### src/rtl/ghost_scheduler_if.sv
// rtl/ghost_scheduler_if.sv - handshake to the shared ghost direction-calculation unit
interface ghost_scheduler_if;
    logic        calc_req;
    logic [10:0] calc_ghost_x;
    logic [9:0]  calc_ghost_y;
    logic [10:0] calc_target_x;
    logic [9:0]  calc_target_y;
    logic [3:0]  calc_prev_dir;
    logic        calc_ready;
    logic [3:0]  calc_dir;

    modport master (
        output calc_req, calc_ghost_x, calc_ghost_y, calc_target_x, calc_target_y, calc_prev_dir,
        input  calc_ready, calc_dir
    );

    modport slave (
        input  calc_req, calc_ghost_x, calc_ghost_y, calc_target_x, calc_target_y, calc_prev_dir,
        output calc_ready, calc_dir
    );
endinterface

### src/rtl/ghost_scheduler.sv
// rtl/ghost_scheduler.sv - per-frame scheduler sharing one direction unit across four ghosts
module ghost_scheduler #(
    parameter int NUM_GHOSTS    = 4,
    parameter int SCATTER_TICKS = 7,
    parameter int CHASE_TICKS   = 20,
    parameter int TIMEOUT       = 15
) (
    input  logic                     clk,
    input  logic                     rst,
    input  logic                     tick,
    input  logic [43:0]              ghost_pos_x,
    input  logic [39:0]              ghost_pos_y,
    input  logic [10:0]              pacman_pos_x,
    input  logic [9:0]               pacman_pos_y,
    ghost_scheduler_if.master        calc_if,
    output logic [15:0]              ghost_dir,
    output logic                     busy,
    output logic                     frame_done,
    output logic                     chase_mode,
    output logic                     tick_overrun,
    output logic                     calc_timeout
);

    localparam int MW = (SCATTER_TICKS + CHASE_TICKS > 1) ? $clog2(SCATTER_TICKS + CHASE_TICKS) : 1;
    localparam int WW = (TIMEOUT > 1) ? $clog2(TIMEOUT) : 1;
    localparam logic [1:0]    IDX_LAST   = 2'(NUM_GHOSTS - 1);
    localparam logic [WW-1:0] WAIT_LAST  = WW'(TIMEOUT - 1);
    localparam logic [MW-1:0] MODE_LAST  = MW'(SCATTER_TICKS + CHASE_TICKS - 1);
    localparam logic [MW-1:0] MODE_SPLIT = MW'(SCATTER_TICKS);

    typedef enum logic [1:0] {S_IDLE, S_ISSUE, S_WAIT, S_DONE} state_t;

    state_t        state_q, state_d;
    logic [1:0]    idx_q, idx_d;
    logic [WW-1:0] wait_q, wait_d;
    logic [MW-1:0] mode_cnt_q, mode_cnt_d;
    logic          mode_q, mode_d;
    logic [43:0]   snap_gx_q, snap_gx_d;
    logic [39:0]   snap_gy_q, snap_gy_d;
    logic [10:0]   snap_px_q, snap_px_d;
    logic [9:0]    snap_py_q, snap_py_d;
    logic [15:0]   dir_q, dir_d;
    logic          overrun_q, overrun_d;
    logic          timeout_q, timeout_d;
    logic          advance;
    logic          dir_ok;
    logic          serving;

    always_ff @(posedge clk) begin
        if (rst) begin
            state_q    <= S_IDLE;
            idx_q      <= '0;
            wait_q     <= '0;
            mode_cnt_q <= '0;
            mode_q     <= 1'b0;
            snap_gx_q  <= '0;
            snap_gy_q  <= '0;
            snap_px_q  <= '0;
            snap_py_q  <= '0;
            dir_q      <= '0;
            overrun_q  <= 1'b0;
            timeout_q  <= 1'b0;
        end else begin
            state_q    <= state_d;
            idx_q      <= idx_d;
            wait_q     <= wait_d;
            mode_cnt_q <= mode_cnt_d;
            mode_q     <= mode_d;
            snap_gx_q  <= snap_gx_d;
            snap_gy_q  <= snap_gy_d;
            snap_px_q  <= snap_px_d;
            snap_py_q  <= snap_py_d;
            dir_q      <= dir_d;
            overrun_q  <= overrun_d;
            timeout_q  <= timeout_d;
        end
    end

    always_comb begin
        state_d    = state_q;
        idx_d      = idx_q;
        wait_d     = wait_q;
        mode_cnt_d = mode_cnt_q;
        mode_d     = mode_q;
        snap_gx_d  = snap_gx_q;
        snap_gy_d  = snap_gy_q;
        snap_px_d  = snap_px_q;
        snap_py_d  = snap_py_q;
        dir_d      = dir_q;
        overrun_d  = overrun_q;
        timeout_d  = timeout_q;
        advance    = 1'b0;
        dir_ok     = (calc_if.calc_dir != 4'd0) &&
                     ((calc_if.calc_dir & (calc_if.calc_dir - 4'd1)) == 4'd0);

        case (state_q)
            S_IDLE: begin
                if (tick) begin
                    idx_d      = '0;
                    snap_gx_d  = ghost_pos_x;
                    snap_gy_d  = ghost_pos_y;
                    snap_px_d  = pacman_pos_x;
                    snap_py_d  = pacman_pos_y;
                    mode_d     = (mode_cnt_q >= MODE_SPLIT);
                    mode_cnt_d = (mode_cnt_q == MODE_LAST) ? '0 : mode_cnt_q + 1'b1;
                    state_d    = S_ISSUE;
                end
            end
            S_ISSUE: begin
                wait_d  = '0;
                state_d = S_WAIT;
            end
            S_WAIT: begin
                // Malformed (non one-hot) results are dropped; the ghost keeps its heading.
                if (calc_if.calc_ready) begin
                    if (dir_ok) begin
                        dir_d[{idx_q, 2'b00} +: 4] = calc_if.calc_dir;
                    end
                    advance = 1'b1;
                end else if (wait_q == WAIT_LAST) begin
                    timeout_d = 1'b1;
                    advance   = 1'b1;
                end else begin
                    wait_d = wait_q + 1'b1;
                end
            end
            S_DONE: begin
                state_d = S_IDLE;
            end
            default: begin
                state_d = S_IDLE;
            end
        endcase

        if (advance) begin
            if (idx_q == IDX_LAST) begin
                state_d = S_DONE;
            end else begin
                idx_d   = idx_q + 1'b1;
                state_d = S_ISSUE;
            end
        end

        if (tick && (state_q != S_IDLE)) begin
            overrun_d = 1'b1;
        end
    end

    // Request fields are zero outside ISSUE/WAIT so idle and reset present a clean bus.
    assign serving = (state_q == S_ISSUE) || (state_q == S_WAIT);

    always_comb begin
        calc_if.calc_req      = (state_q == S_ISSUE);
        calc_if.calc_ghost_x  = '0;
        calc_if.calc_ghost_y  = '0;
        calc_if.calc_target_x = '0;
        calc_if.calc_target_y = '0;
        calc_if.calc_prev_dir = '0;
        if (serving) begin
            calc_if.calc_ghost_x  = snap_gx_q[int'(idx_q) * 11 +: 11];
            calc_if.calc_ghost_y  = snap_gy_q[int'(idx_q) * 10 +: 10];
            calc_if.calc_prev_dir = dir_q[{idx_q, 2'b00} +: 4];
            if (mode_q) begin
                calc_if.calc_target_x = snap_px_q;
                calc_if.calc_target_y = snap_py_q;
            end else begin
                calc_if.calc_target_x = idx_q[0] ? 11'd0 : 11'd639;
                calc_if.calc_target_y = idx_q[1] ? 10'd479 : 10'd0;
            end
        end
    end

    assign ghost_dir    = dir_q;
    assign busy         = (state_q != S_IDLE);
    assign frame_done   = (state_q == S_DONE);
    assign chase_mode   = mode_q;
    assign tick_overrun = overrun_q;
    assign calc_timeout = timeout_q;

endmodule

### src/flat_wrapper.sv
// flat-port wrapper written by rule: the top's interface ports become plain ports
module ghost_scheduler_flat 
#(
    parameter int NUM_GHOSTS    = 4,
    parameter int SCATTER_TICKS = 7,
    parameter int CHASE_TICKS   = 20,
    parameter int TIMEOUT       = 15
)
  (clk, rst, tick, ghost_pos_x, ghost_pos_y, pacman_pos_x, pacman_pos_y, ghost_dir, busy, frame_done, chase_mode, tick_overrun, calc_timeout, calc_if_calc_req, calc_if_calc_ghost_x, calc_if_calc_ghost_y, calc_if_calc_target_x, calc_if_calc_target_y, calc_if_calc_prev_dir, calc_if_calc_ready, calc_if_calc_dir);
  ghost_scheduler_if calc_if_i ();
  input  logic clk;
  input  logic rst;
  input  logic tick;
  input  logic [43:0] ghost_pos_x;
  input  logic [39:0] ghost_pos_y;
  input  logic [10:0] pacman_pos_x;
  input  logic [9:0] pacman_pos_y;
  output logic [15:0] ghost_dir;
  output logic busy;
  output logic frame_done;
  output logic chase_mode;
  output logic tick_overrun;
  output logic calc_timeout;
  output wire logic [$bits(calc_if_i.calc_req)-1:0] calc_if_calc_req;
  output wire logic [$bits(calc_if_i.calc_ghost_x)-1:0] calc_if_calc_ghost_x;
  output wire logic [$bits(calc_if_i.calc_ghost_y)-1:0] calc_if_calc_ghost_y;
  output wire logic [$bits(calc_if_i.calc_target_x)-1:0] calc_if_calc_target_x;
  output wire logic [$bits(calc_if_i.calc_target_y)-1:0] calc_if_calc_target_y;
  output wire logic [$bits(calc_if_i.calc_prev_dir)-1:0] calc_if_calc_prev_dir;
  input wire logic [$bits(calc_if_i.calc_ready)-1:0] calc_if_calc_ready;
  input wire logic [$bits(calc_if_i.calc_dir)-1:0] calc_if_calc_dir;
  assign calc_if_calc_req = calc_if_i.calc_req;
  assign calc_if_calc_ghost_x = calc_if_i.calc_ghost_x;
  assign calc_if_calc_ghost_y = calc_if_i.calc_ghost_y;
  assign calc_if_calc_target_x = calc_if_i.calc_target_x;
  assign calc_if_calc_target_y = calc_if_i.calc_target_y;
  assign calc_if_calc_prev_dir = calc_if_i.calc_prev_dir;
  assign calc_if_i.calc_ready = calc_if_calc_ready;
  assign calc_if_i.calc_dir = calc_if_calc_dir;
  ghost_scheduler #(.NUM_GHOSTS(NUM_GHOSTS), .SCATTER_TICKS(SCATTER_TICKS), .CHASE_TICKS(CHASE_TICKS), .TIMEOUT(TIMEOUT)) u_core (.clk(clk), .rst(rst), .tick(tick), .ghost_pos_x(ghost_pos_x), .ghost_pos_y(ghost_pos_y), .pacman_pos_x(pacman_pos_x), .pacman_pos_y(pacman_pos_y), .calc_if(calc_if_i), .ghost_dir(ghost_dir), .busy(busy), .frame_done(frame_done), .chase_mode(chase_mode), .tick_overrun(tick_overrun), .calc_timeout(calc_timeout));
endmodule
### config.mk
export PLATFORM = sky130hd
export DESIGN_NAME = ghost_scheduler_flat
export DESIGN_NICKNAME = d
export VERILOG_FILES = /design/src/rtl/ghost_scheduler_if.sv /design/src/rtl/ghost_scheduler.sv /design/src/flat_wrapper.sv
export SDC_FILE = /design/constraint.sdc
export NUM_CORES = 1
export LEC_CHECK = 0
export CAP_MARGIN = 5
export CORE_ASPECT_RATIO = 2
export CORE_MARGIN = 2
export CORE_UTILIZATION = 52
export DETAILED_ROUTE_END_ITERATION = 7
export PLACE_DENSITY = 0.86
export SLEW_MARGIN = 20
export SYNTH_ARGS = -nofsm -noshare
export SYNTH_HDL_FRONTEND = slang
export SYNTH_SLANG_ARGS = --single-unit
### constraint.sdc
create_clock -name clk -period 2.97 [get_ports clk]
set_clock_uncertainty 0.1 [all_clocks]
set_input_delay 0.594 -clock clk [delete_from_list [all_inputs] [get_ports clk]]
set_output_delay 0.594 -clock clk [all_outputs]
set_load 0.005 [all_outputs]
Word level (Yosys, flattened, before mapping)
Index checks and enable logic that the tools add are counted.
{"block": "classes", "n_addsub": 5, "mul": 2, "n_div": 0, "order_cmp": 1, "eq_ne": 9, "shift": 5, "mux": 25, "bitwise_logic": 2, "reduce_logical": 14}
{"cell": "$shiftx 44x32->11", "n": 1}
{"cell": "$mux 10", "n": 4}
{"cell": "$shiftx 40x32->10", "n": 1}
{"cell": "$mux 11", "n": 3}
{"cell": "$bwmux 16", "n": 1}
{"cell": "$shift 4x6->16 const A", "n": 1}
{"cell": "$shiftx 16x5->4", "n": 1}
{"cell": "$shiftx 4x6->16", "n": 1}
{"cell": "$mux 2", "n": 7}
{"cell": "$mux 4", "n": 3}
{"cell": "$mux 9", "n": 1}
{"cell": "$reduce_and 3->1", "n": 3}
{"cell": "$pmux 4 s2", "n": 1}
{"cell": "$reduce_bool 4->1", "n": 2}
{"cell": "$eq 2x2->1 const B", "n": 3}
{"cell": "$mul 2x4->6 const B", "n": 1}
{"cell": "$neg 4->6", "n": 1}
{"cell": "$pmux 2 s3", "n": 1}
{"cell": "$add 5x1->5 const B", "n": 1}
{"cell": "$eq 5x5->1 const B", "n": 1}
{"cell": "$ge 5x3->1 const B", "n": 1}
{"cell": "$mul 2x3->5 const B", "n": 1}
{"cell": "$mux 5", "n": 1}
{"cell": "$add 4x1->4 const B", "n": 1}
{"cell": "15 further kinds", "n": 21}
{"block": "totals", "ff_bits": 137, "latch_bits": 0, "ram_bits": 0, "mem_bits_ro": 0, "in_bits": 113, "output_inout_bits": 68, "word_cells": 75, "mem_count": 0}

Depth between registers and ports, before layout
{"block": "logic_depth", "word_depth": 6, "mapped_depth": 8}

Least setup slack after synthesis
No wires, ideal clock.
{"block": "synth_path", "path_type": "register -> output", "from": "register u_core.idx_q[1]", "to": "output calc_if_calc_ghost_x[3]", "arrival_ps": 1504, "required_ps": 2276, "slack_ps": 772, "stages_incl_launch_ff": 5, "path_cell_list": "dfxtp_1 > clkbuf_1 > clkbuf_1 > mux4_2 > and2_1"}
{"block": "synth_between", "elab_chain_len": 3}
{"item": "start: declaration", "line": "ghost_scheduler.sv:34", "rtl": "logic [1:0] idx_q, idx_d;"}
{"item": "start signal: assignment", "line": "ghost_scheduler.sv:65", "rtl": "idx_q <= idx_d;"}
{"item": "$mul 2x4->6", "line": "ghost_scheduler.sv:160", "rtl": "calc_if.calc_ghost_x = snap_gx_q[int'(idx_q) * 11 +: 11];"}
{"item": "$shiftx 44x32->11", "line": "ghost_scheduler.sv:160"}
{"item": "$mux 11", "line": "ghost_scheduler.sv:159", "rtl": "if (serving) begin"}
{"item": "end: declaration", "line": "flat_wrapper.sv:25", "rtl": "output wire logic [$bits(calc_if_i.calc_ghost_x)-1:0] calc_if_calc_ghost_x;"}
Every way passes these cells.

Worst setup path in the final report
{"block": "layout_path", "from": "register u_core.idx_q[0]", "to": "output calc_if_calc_ghost_x[8]"}
Same word-level chain as after synthesis.

==> impl_metrics.py <==
metrics = {
    "status": {
        "run_status": "finished, final reports clean",
    },
    "pwr": {
        "clkPwrFrac_pct": 36.1,
        "ir_drop_mv": 0.653,
        "powerDensity_nw_per_um2": 702,
        "p_comb_share_pct": 28.2,
        "leakage_nw": 3.30,
        "switching_share_pct": 29.3,
        "p_sw_mw": 1.83,
        "p_seq_share_pct": 35.7,
        "p_int_mw": 4.40,
    },
    "logic_synthesis": {
        "synth_ff_type": "dfxtp_1",
        "ys_types": 43,
        "synth-adder-area-share_pct": 2.79,
        "netlist_instances": 749,
        "syn_nets": 876,
        "ys_ff_latch": 137,
        "synth-edff-count": 0,
        "avgSynthCellArea_um2": 8.37,
        "synth_area_leader_cell": "dfxtp_1",
        "synthTopCellsByArea": "dfxtp_1 44%, nand2_1 14%, a21oi_1 10%",
        "ys_async_sr_fraction_pct": 0,
        "synth_top_area_share_pct": 43.8,
        "seq_area_frac_synth_pct": 43.8,
        "yosysWarningCount": 0,
        "synth_compound_area_share_pct": 14.2,
        "synthSimpleGateAreaFrac_pct": 23.5,
        "synth_mux_area_share_pct": 10.6,
        "synthesis.area_um2": 6270,
        "synth_top_family_by_area": "simple AND/OR/NAND/NOR gates",
        "synth-xor-area-share_pct": 0.699,
    },
    "place": {
        "hpwl_um": 12100,
        "dpl.cell_count": 1033,
        "pre_cts_ws_ns": 0.362,
        "gp_congestion": 0.833,
        "place_area_um2": 8210,
        "numPortBuffers": 180,
    },
    "timing": {
        "max_freq_ghz": 0.346,
        "min_period_ns": 2.89,
        "timing.final.ws_setup_ns": 0.0793,
        "finalSetupViolations": 0,
        "slew-limit-headroom_pct": 59.0,
        "finalCritPeriodShare_pct": 97.3,
        "finalMaxSlewViolations": 0,
        "tightest_slew_ns": 0.614,
        "hold_violations": 0,
        "rsz0062_at_grt": "no",
        "tns_ns": 0,
    },
    "grt": {
        "grt_pass1_vias": 5718,
        "met1_usage_pct": 28.8,
        "grtUsageMet3_pct": 6.07,
        "grt_max_degree": 65,
        "grt_pass1_wl_um": 27700,
        "antenna_found_initial": 0,
        "top_usage_layer": "met2",
        "global_route.usage.met2_pct": 50.3,
        "grt-ovfl-total": 0,
        "track_usage_pct": 27.7,
    },
    "setup_path": {
        "worst-path-max-fanout": 14,
        "arrival_ns": 2.20,
        "path_class": "reg2out",
        "setup.worst_path.start_class": "flip-flop",
        "cp_data_required_time_ns": 2.28,
        "end_kind": "primary output",
    },
    "routing": {
        "wl_per_cell_um": 16.4,
        "wirelength_um": 17500,
        "ant_nets": 0,
        "first_pass_iters": 5,
        "viasPerCell": 5.42,
        "drc": 0,
        "drtIter0Drc": 312,
        "dr_total_vias": 5773,
    },
    "cells_and_area": {
        "layoutNonFillerInstCount": 1066,
        "drive_gt1_share_pct": 8.70,
        "fin_area_um2": 8870,
        "syn2layout_area_growth_pct": 41.6,
        "fillCellCount": 830,
        "nets": 1034,
    },
    "floorplan": {
        "die_h_um": 159,
        "initial_core_util_pct": 53.2,
        "dieArea_um2": 13000,
        "core_um2": 11800,
        "num_io_pins": 181,
        "row_count": 56,
        "chipWidth_um": 81.6,
    },
    "job": {
        "maxCapViolations": 0,
    },
    "clocking": {
        "htreeDepth": 4,
        "cts_buffers": 17,
        "path_clk_slew_ns": 0.06,
        "cts_setup_buffers": 0,
        "clock_path_buffers": 2,
        "cts_root_buf": "clkbuf_16",
        "clk-insertion-delay-late_ns": 0.41,
        "cts.sinks": 137,
        "cts_tree": "built",
    },
    "hold_path": {
        "hp-class": "reg2reg",
    },
}
## state kept, by name, summed over array words and instances, names as in the netlist
name / count
u_core.ghost_dir: 16
u_core.snap_py_q: 10
u_core.mode_cnt_q: 5
u_core.snap_gy_q: 40
u_core.chase_mode: 1
u_core.tick_overrun: 1
u_core.state_q: 2
u_core.snap_gx_q: 44
u_core.snap_px_q: 11
u_core.wait_q: 4
u_core.idx_q: 2
u_core.calc_timeout: 1
## layout by cell type (no fill, tap or decap), types with 4 or more instances in the layout
cell type and count:
nand2_1 237, clkdlybuf4s50_1 179, dfxtp_1 136, a21oi_1 125
mux4_2 25, and2_1 25, inv_1 17, clkbuf_16 17
ha_1 13, nand2b_1 12, nor2_1 11, o21ai_0 9
mux2i_1 9, a21boi_0 8, nor2b_1 8, and3_1 7
buf_12 6, nor3b_1 5, buf_4 5, nand3_1 4
o31ai_1 4, nor3_1 4, bufinv_16 4
## per-stage QoR
| step | util (%) | total power, mW | hold WS, ns |
|---|---|---|---|
| after floorplan | - | 3.21 | 0.332 |
| after global placement | 69.7 | 3.93 | 0.339 |
| after detailed placement | 69.7 | 3.98 | 0.345 |
| after CTS | 75.2 | 6.23 | 0.353 |
| after global routing | 75.4 | 6.54 | 0.366 |
| final | 75.4 | 6.23 | 0.351 |
## layer usage
metal / up-vias / wire length (um)
met5: - / 0
met4: 0 / 729
met3: 47 / 842
met2: 179 / 9690
met1: 2706 / 6250
li1: 2841 / -
## critical path, stage by stage, from the launching register on
cell             delay, ns
dfxtp_2               0.36
buf_6                 0.23
mux4_2                0.53
and2_1                0.18
clkdlybuf4s50_1       0.48
## worst paths after layout
kind / startpoint / to / slack (ns) / cells past startpoint
worst min register to register: u_core.snap_px_q[8]$_SDFFE_PP0P_ / u_core.snap_px_q[8]$_SDFFE_PP0P_ / 0.35 / 2
worst max register to register: u_core.state_q[0]$_SDFFE_PP0P_ / u_core.idx_q[0]$_SDFF_PP0_ / 0.72 / 6
worst max-delay path: u_core.idx_q[0]$_SDFF_PP0_ / calc_if_calc_ghost_x[8] / 0.08 / 4
worst min-delay path: u_core.snap_px_q[8]$_SDFFE_PP0P_ / u_core.snap_px_q[8]$_SDFFE_PP0P_ / 0.35 / 2
## power by group through the flow
| stage | sequential (mW) | combinational, mW | clock [mW] |
|---|---|---|---|
| after detailed placement | 2.26 | 1.72 | 0 |
| after floorplan | 2.21 | 0.991 | 0 |
| after global routing | 2.25 | 1.94 | 2.35 |
| after CTS | 2.22 | 1.74 | 2.27 |
| final | 2.22 | 1.75 | 2.25 |
| after global placement | 2.24 | 1.68 | 0 |
## cells by family (layout without fill, tap and decap cells)
logic type,after synthesis,in the layout
flops,137,137
mux,35,35
simple gates,328,328
xor+xnor,5,5
fa+ha+maj,14,14
other cells,0,1
compound gates,160,160
buf+inv,70,241
## repair_timing
item / CTS / global route
gates resized for setup: 2 / 4
endpoints found under the setup margin: 12 / 28
hold buffers: 0 / 0
## cell type report
type,instances,area [um2],area share [%]
Tap cell,145,181,2.04
Multi-Input combinational cell,542,3270,36.9
Sequential cell,137,2740,30.9
Antenna cell,1,2.50,0.0282
Clock buffer,21,470,5.30
Inverter,17,63.8,0.719
Clock inverter,11,168,1.89
Timing Repair Buffer,192,1970,22.2
## cell usage after synthesis (3+ instances only)
| library cell | n |
|---|---|
| inv_1 | 17 |
| a31o_1 | 3 |
| nand2b_1 | 13 |
| mux2i_1 | 9 |
| nor2b_1 | 8 |
| o31ai_1 | 4 |
| nor3b_1 | 5 |
| buf_2 | 14 |
| ha_1 | 14 |
| mux4_2 | 25 |
| a21oi_1 | 125 |
| nor3_1 | 4 |
| a21boi_0 | 8 |
| dfxtp_1 | 137 |
| clkbuf_1 | 33 |
| nor2_1 | 11 |
| nand2_1 | 238 |
| nand3_1 | 4 |
| o21ai_0 | 9 |
| and2_1 | 25 |
| xor2_1 | 3 |
| and3_1 | 7 |
| buf_1 | 6 |
Power figures use the tool's default switching activity.
